### config.mk
export PLATFORM = sky130hd
export DESIGN_NAME = fetch_queue_flat
export DESIGN_NICKNAME = d
export VERILOG_FILES = /design/src/rtl/fetch_queue_pkg.sv /design/src/rtl/fetch_queue_if.sv /design/src/rtl/fetch_queue.sv /design/src/flat_wrapper.sv
export SDC_FILE = /design/constraint.sdc
export NUM_CORES = 1
export LEC_CHECK = 0
export BUFFER_PORTS_ARGS = -buffer_cell sky130_fd_sc_hd__buf_4
export CORE_ASPECT_RATIO = 0.75
export CORE_UTILIZATION = 35
export DETAILED_ROUTE_END_ITERATION = 8
export GPL_ROUTABILITY_DRIVEN = 0
export PLACE_DENSITY_LB_ADDON = 0.2
export SLEW_MARGIN = 10
export SYNTH_ARGS = -nofsm -noshare
export SYNTH_HDL_FRONTEND = slang
export SYNTH_SLANG_ARGS = --single-unit
### constraint.sdc
create_clock -name clk -period 4.4 [get_ports clk]
set_clock_uncertainty 0.2 [all_clocks]
set_input_delay 1.32 -clock clk [delete_from_list [all_inputs] [get_ports clk]]
set_output_delay 1.32 -clock clk [all_outputs]
set_load 0.02 [all_outputs]
### src/rtl/fetch_queue_pkg.sv
// Shared fetch/decode constants: datapath widths, queue depth default and the NOP encoding.
package fetch_queue_pkg;
    localparam int          FQ_DEPTH   = 4;
    localparam int          FQ_PC_W    = 64;
    localparam int          FQ_INSTR_W = 32;
    localparam logic [31:0] FQ_NOP     = 32'h00000013;
endpackage

### src/rtl/fetch_queue_if.sv
// Fetch-to-decode handshake bundle: push side, pop side, flush and occupancy.
interface fetch_queue_if
    import fetch_queue_pkg::*;
#(
    parameter int PC_W    = FQ_PC_W,
    parameter int INSTR_W = FQ_INSTR_W,
    parameter int DEPTH   = FQ_DEPTH
);
    logic                   in_valid;
    logic [PC_W-1:0]        in_pc;
    logic [INSTR_W-1:0]     in_instr;
    logic                   in_ready;
    logic                   out_valid;
    logic [PC_W-1:0]        out_pc;
    logic [INSTR_W-1:0]     out_instr;
    logic                   out_ready;
    logic                   flush;
    logic [$clog2(DEPTH):0] count;

    modport master (
        output in_valid, in_pc, in_instr, out_ready, flush,
        input  in_ready, out_valid, out_pc, out_instr, count
    );

    modport slave (
        input  in_valid, in_pc, in_instr, out_ready, flush,
        output in_ready, out_valid, out_pc, out_instr, count
    );
endinterface

### src/rtl/fetch_queue.sv
// Instruction fetch queue: DEPTH-entry {pc, instr} FIFO, one cycle push-to-head latency, no bypass.
// Backpressure: in_ready drops only when full (registered count); flush empties the queue at the edge.
module fetch_queue
    import fetch_queue_pkg::*;
#(
    parameter int DEPTH   = FQ_DEPTH,
    parameter int PC_W    = FQ_PC_W,
    parameter int INSTR_W = FQ_INSTR_W
) (
    input  logic          clk,
    input  logic          rst,
    fetch_queue_if.slave  q
);
    localparam int PTR_W = $clog2(DEPTH);
    localparam int CNT_W = PTR_W + 1;

    logic [PC_W-1:0]    pc_mem    [DEPTH];
    logic [INSTR_W-1:0] instr_mem [DEPTH];
    logic [PTR_W-1:0]   rd_ptr;
    logic [PTR_W-1:0]   wr_ptr;
    logic [CNT_W-1:0]   count;
    logic               push;
    logic               pop;
    logic               not_empty;
    logic               not_full;

    assign not_empty = (count != '0);
    assign not_full  = (count != CNT_W'(DEPTH));

    // flush wins over both handshakes so a redirect never keeps a stale entry
    assign push = q.in_valid  && not_full  && !q.flush;
    assign pop  = not_empty   && q.out_ready && !q.flush;

    always_ff @(posedge clk or posedge rst) begin
        if (rst) begin
            rd_ptr <= '0;
            wr_ptr <= '0;
            count  <= '0;
        end else if (q.flush) begin
            rd_ptr <= '0;
            wr_ptr <= '0;
            count  <= '0;
        end else begin
            if (push) begin
                wr_ptr <= wr_ptr + PTR_W'(1);
            end
            if (pop) begin
                rd_ptr <= rd_ptr + PTR_W'(1);
            end
            case ({push, pop})
                2'b10:   count <= count + CNT_W'(1);
                2'b01:   count <= count - CNT_W'(1);
                default: count <= count;
            endcase
        end
    end

    // Storage carries no reset; validity is tracked entirely by count and pointers.
    always_ff @(posedge clk) begin
        if (push) begin
            pc_mem[wr_ptr]    <= q.in_pc;
            instr_mem[wr_ptr] <= q.in_instr;
        end
    end

    assign q.in_ready  = not_full;
    assign q.out_valid = not_empty;
    assign q.count     = count;
    assign q.out_pc    = not_empty ? pc_mem[rd_ptr]    : '0;
    assign q.out_instr = not_empty ? instr_mem[rd_ptr] : INSTR_W'(FQ_NOP);
endmodule
### src/flat_wrapper.sv
// flat-port wrapper written by rule: the top's interface ports become plain ports
module fetch_queue_flat import fetch_queue_pkg::*;
#(
    parameter int DEPTH   = FQ_DEPTH,
    parameter int PC_W    = FQ_PC_W,
    parameter int INSTR_W = FQ_INSTR_W
)
  (clk, rst, q_in_valid, q_in_pc, q_in_instr, q_out_ready, q_flush, q_in_ready, q_out_valid, q_out_pc, q_out_instr, q_count);
  fetch_queue_if #(.PC_W(PC_W), .INSTR_W(INSTR_W), .DEPTH(DEPTH)) q_i ();
  input  logic clk;
  input  logic rst;
  input wire logic [$bits(q_i.in_valid)-1:0] q_in_valid;
  input wire logic [$bits(q_i.in_pc)-1:0] q_in_pc;
  input wire logic [$bits(q_i.in_instr)-1:0] q_in_instr;
  input wire logic [$bits(q_i.out_ready)-1:0] q_out_ready;
  input wire logic [$bits(q_i.flush)-1:0] q_flush;
  output wire logic [$bits(q_i.in_ready)-1:0] q_in_ready;
  output wire logic [$bits(q_i.out_valid)-1:0] q_out_valid;
  output wire logic [$bits(q_i.out_pc)-1:0] q_out_pc;
  output wire logic [$bits(q_i.out_instr)-1:0] q_out_instr;
  output wire logic [$bits(q_i.count)-1:0] q_count;
  assign q_i.in_valid = q_in_valid;
  assign q_i.in_pc = q_in_pc;
  assign q_i.in_instr = q_in_instr;
  assign q_i.out_ready = q_out_ready;
  assign q_i.flush = q_flush;
  assign q_in_ready = q_i.in_ready;
  assign q_out_valid = q_i.out_valid;
  assign q_out_pc = q_i.out_pc;
  assign q_out_instr = q_i.out_instr;
  assign q_count = q_i.count;
  fetch_queue #(.DEPTH(DEPTH), .PC_W(PC_W), .INSTR_W(INSTR_W)) u_core (.clk(clk), .rst(rst), .q(q_i));
endmodule
Word level (Yosys, flattened, before mapping)
Memory sizes are Yosys's and may differ from the RTL's.
Cells that the tools add are included.

word-level totals
  memories kept = 2
  register bits after elaboration = 7
  bits of input ports = 101
  memory bits (writable) = 384
  output and inout bits = 101

operators by class
  equality and inequality tests = 3
  mux-type cells = 10
  reduce and logical (&&, ||, !) cells = 9
  $add $sub $neg = 4

memory list
  memory            depth  width  rd ports  clocked after Yosys merged registers in  wr ports  RTL line           text
  u_core.pc_mem     4      64     1         0                                        1         fetch_queue.sv:17  logic [PC_W-1:0] pc_mem [DEPTH];
  u_core.instr_mem  4      32     1         0                                        1         fetch_queue.sv:18  logic [INSTR_W-1:0] instr_mem [DEPTH];

operators with widths
  operator             count
  $mux 64              1
  $mux 32              1
  $mux 2               4
  $pmux 3 s2           1
  $reduce_bool 3->1    2
  $add 2x1->2 const B  2
  $logic_and 1x1->1    4
  $reduce_bool 2->1    2
  $add 3x1->3 const B  1
  $mux 3               1
  $ne 3x3->1 const B   1
  $sub 3x1->3 const B  1
  $eq 2x1->1 const B   1
  $eq 2x2->1 const B   1
  $mux 1               2
  $logic_not 1->1      1

Logic depth before layout (Yosys ltp)
  depth in word-level cells = 6
  mapped depth = 7

Worst setup path after synthesis
No wires, ideal clock.

  path type = input port to flip-flop
  start point = input q_in_valid
  end point = memory u_core.instr_mem[0][0] in the netlist's numbering (enable)
  setup slack = -0.465 ns
  cell stages on the path = 4
  buffers on the path = 1
  data required time = 3.734 ns
  data arrival time = 4.199 ns
  cells stage by stage = clkbuf_1 inv_1 nor3_1 and2_1

between the ends
  cells in the longest elaborated chain, start to end = 4

ends and longest elaborated chain
  item                            RTL line            text
  from (decl)                     flat_wrapper.sv:12  input wire logic [$bits(q_i.in_valid)-1:0] q_in_valid;
  $logic_and 1x1->1 (2 in a row)  fetch_queue.sv:31   assign push = q.in_valid && not_full && !q.flush;
  $mux 1                          fetch_queue.sv:60   if (push) begin
  $mux 1 (implied by the code)    fetch_queue.sv:62   instr_mem[wr_ptr] <= q.in_instr;
  to (decl)                       fetch_queue.sv:18

No other way between the ends.

Final worst setup path
  start point = register u_core.count[0] (netlist: u_core.q.count[0])
  end point = output q_out_pc[25]

between the ends
  cells in the longest elaborated chain, start to end = 2

ends and longest elaborated chain
  item                    RTL line            text
  from (decl)             fetch_queue.sv:21   logic [CNT_W-1:0] count;
  from (signal assigned)  fetch_queue.sv:51   2'b10: count <= count + CNT_W'(1);
  from (signal assigned)  fetch_queue.sv:52   2'b01: count <= count - CNT_W'(1);
  from (signal assigned)  fetch_queue.sv:53   default: count <= count;
  $reduce_bool 3->1       fetch_queue.sv:27   assign not_empty = (count != '0);
  $mux 64                 fetch_queue.sv:69   assign q.out_pc = not_empty ? pc_mem[rd_ptr] : '0;
  to (decl)               flat_wrapper.sv:19  output wire logic [$bits(q_i.out_pc)-1:0] q_out_pc;

No other way between the ends.

==> out/results.tsv <==
stage	metric	value	unit
clock_tree	CTS Root Cell	clkbuf_16	
routing	first drt pass iteration count	4	
synthesis	leading area contributor after synthesis	edfxtp_1	
routing	WL final	30.3	mm
floorplanning	Die ar.	0.0438	mm²
clock_tree	Post-CTS Resized	0	
floorplanning	placement row count	65	
critical_path	startpoint types	flip-flop	
global_routing	vias in the first global route	7702	
global_routing	met1 global-route usage	19.1	%
synthesis	most frequent cell after synthesis	edfxtp_1	
floorplanning	core area	0.0422	mm²
global_routing	largest net degree at the start of global routing	70	
synthesis	number of flops mapped to enable cells by yosys	384	
cells_and_area	final core utilization	44.2	%
place	HPWL after DPL	17.6	mm
floorplanning	I/O pins	202	
cells_and_area	final net count	1001	
routing	Via density	4.72	
timing	Peak Freq	252	MHz
power_and_ir_drop	Pint	6.74	mW
global_routing	Total GRT Usage	14.1	%
synthesis	post-synthesis mux area share	14.5	%
timing	Final Setup Violations	0	
critical_path	largest fanout on the critical path	70	
global_routing	met3 Use GR	3.69	%
synthesis	Synth Area in XOR/XNOR	0.175	%
routing	wire per inst	20.3	µm
outcome	status	finished, final reports clean	
clock_tree	CTS buffer count	41	
synthesis	largest family of logic cells by synthesized area	multiplexers	
synthesis	post-synth top area share	76.7	%
global_routing	first-pass GRT wire length	46.2	mm
clock_tree	postcts setup bufs	0	
place	Post-DP Area	0.0173	mm²
synthesis	Synth Instances	675	
critical_path	CP endpoint kind	output port	
clock_tree	hold buffer count at cts	0	
synthesis	Synth Cell Area	0.0150	mm²
power_and_ir_drop	Clock Power Share	39.2	%
cells_and_area	Finished Cell Area	0.0187	mm²
critical_path	Crit path required time	2880	ps
routing	Residual DRC	0	
synthesis	Adder-Cell Fraction of Synth Area	0.466	%
cells_and_area	Layout fillers	3671	
floorplanning	Initial Util	35.6	%
synthesis	number of synthesized register bits	391	
clock_tree	CTS Sinks	391	
synthesis	Top FF cell, synth	edfxtp_1	
timing	fin crit period	3960	ps
timing	fin. max-slew vios	0	
synthesis	syn nets	781	
timing	Tcrit/Tclk final	90.0	%
power_and_ir_drop	Net Sw Frac	22.8	%
critical_path	critical path class	reg -> out	
power_and_ir_drop	Seq pwr share	48.5	%
synthesis	Syn Area/Cell	22.3	µm²
clock_tree	maximum clock insertion buffer count	3	
synthesis	Synth Area in Compound Gates	0.641	%
synthesis	Synth Warn #	0	
power_and_ir_drop	Leakage	6.26	nW
synthesis	sequential area share after synthesis	77.9	%
power_and_ir_drop	NetSw	1.99	mW
timing	Slew HR	60.3	%
synthesis	asr flop ratio synth	1.79	%
cells_and_area	P&R area growth vs syn	24.3	%
timing	Post-Route Setup TNS	0	ps
global_routing	Global Route met2 Usage	22.9	%
cells_and_area	share of cells above drive strength 1	40.8	%
timing	final hold vios	0	
global_routing	grt ovf	0	
timing	unrepaired setup endpoints after global routing	false	
synthesis	Synth cell types	35	
power_and_ir_drop	peak supply drop	0.233	mV
clock_tree	H-tree levels	2	
routing	post-route ant nets	0	
synthesis	synth top area cells	edfxtp_1 77%, mux4_2 14%, and2_1 4.0%	
floorplanning	die height	181	µm
hold_path	Worst Hold Class	reg -> reg	
synthesis	top post-synthesis cells by count	384 x edfxtp_1, 97 x and2_1, 96 x mux4_2	
power_and_ir_drop	Comb pwr share	12.3	%
critical_path	critical path arrival	2440	ps
timing	Worst-Margin Slew	596	ps
clock_tree	CTS tree	yes	
global_routing	initial antenna violation count	0	
routing	DRT iter0 DRCs	315	
synthesis	Synth Area in Simple Gates	4.83	%
place	# port buffers	201	
power_and_ir_drop	Power Density	467	mW/mm²
floorplanning	Die Width	241	µm
clock_tree	Clk Latency, worst-skew pair	530	ps
clock_tree	CTS clock-pin slew for the worst setup and hold paths	60	ps
routing	via count	7077	
global_routing	global routing's busiest layer	met2	
flow_run	max-cap viol count	0	
[cell families after synthesis]
| family | count (synthesis) |
|---|---|
| flops | 391 |
| simple gates | 119 |
| mux | 97 |
| buf+inv | 46 |
| compound gates | 14 |
| fa+ha+maj | 5 |
| xor+xnor | 3 |
[cell type report]
cell class | instances | area, µm² | share of cell area, %
diodes | 1 | 2.50 | 0.0134
inverters | 8 | 30.0 | 0.161
multi-input cells | 238 | 3100 | 16.6
clock inverters | 21 | 219 | 1.17
repair buffers | 215 | 1780 | 9.51
clock buffers | 55 | 1120 | 6.00
flip-flops and latches | 391 | 11700 | 62.7
well taps | 569 | 712 | 3.81
[cells in the final DEF (no fill, tap or decap), types with 3 or more instances in the layout]
cell type / n
bufinv_16: 4
mux4_2: 96
or2_1: 3
clkinv_4: 3
edfxtp_1: 384
ha_1: 4
clkinv_2: 5
inv_1: 7
nor2_1: 5
and2_4: 4
nand3_1: 4
buf_12: 13
clkbuf_1: 12
dfrtp_1: 5
clkbuf_16: 43
a21oi_1: 3
and2_1: 93
clkinv_1: 6
buf_4: 202
[worst max-delay path, cell delays in order, from the launching register on]
cell and delay, ps:
dfrtp_1 600, nor3_2 120, inv_2 400, buf_12 360, and2_1 230, buf_4 160
[per-stage QoR]
stage | total power [mW] | std cells | hold WS (ps) | setup slack (ps)
after floorplan | 4.95 | 675 | 357 | 591
after global placement | 5.41 | 1421 | 411 | 960
after detailed placement | 5.41 | 1421 | 398 | 925
after CTS | 8.87 | 1497 | 410 | 330
after global routing | 9.08 | 1497 | 416 | 208
final | 8.73 | 1498 | 408 | 438
[final timing paths]
path / startpoint / end / slack [ps] / cells after the start
worst max-delay path: u_core.q.count[0]$_DFFE_PP0P_ / q_out_pc[25] / 440 / 5
worst min-delay path: u_core.wr_ptr[1]$_DFFE_PP0P_ / u_core.wr_ptr[1]$_DFFE_PP0P_ / 410 / 2
worst max register to register: u_core.q.count[0]$_DFFE_PP0P_ / u_core.pc_mem[2][26]$_DFFE_PP_ / 1850 / 4
worst min register to register: u_core.wr_ptr[1]$_DFFE_PP0P_ / u_core.wr_ptr[1]$_DFFE_PP0P_ / 410 / 2
max in group asynchronous: rst / u_core.rd_ptr[1]$_DFFE_PP0P_ / 3190 / 2
min in group asynchronous: rst / u_core.wr_ptr[0]$_DFFE_PP0P_ / 540 / 2
[flip-flops by register name (all words and copies together) (netlist names)]
register,flops
u_core.rd_ptr,2
u_core.instr_mem,128
u_core.pc_mem,256
u_core.wr_ptr,2
u_core.q.count,3
[power by group through the flow]
stage	Clock (mW)	Sequential, mW	Combinational, mW
after floorplan	0	4.30	0.648
after global placement	0	4.31	1.10
after detailed placement	0	4.31	1.10
after CTS	3.53	4.23	1.10
after global routing	3.68	4.24	1.17
final	3.42	4.23	1.07
[routing by layer]
metal	vias to the layer above	share of wire [%]
met4	0	1.4
met3	37	5.6
met1	3683	44
met5	-	0
met2	164	49
li1	3193	-
Note: power is estimated with default switching activity, not from simulation.
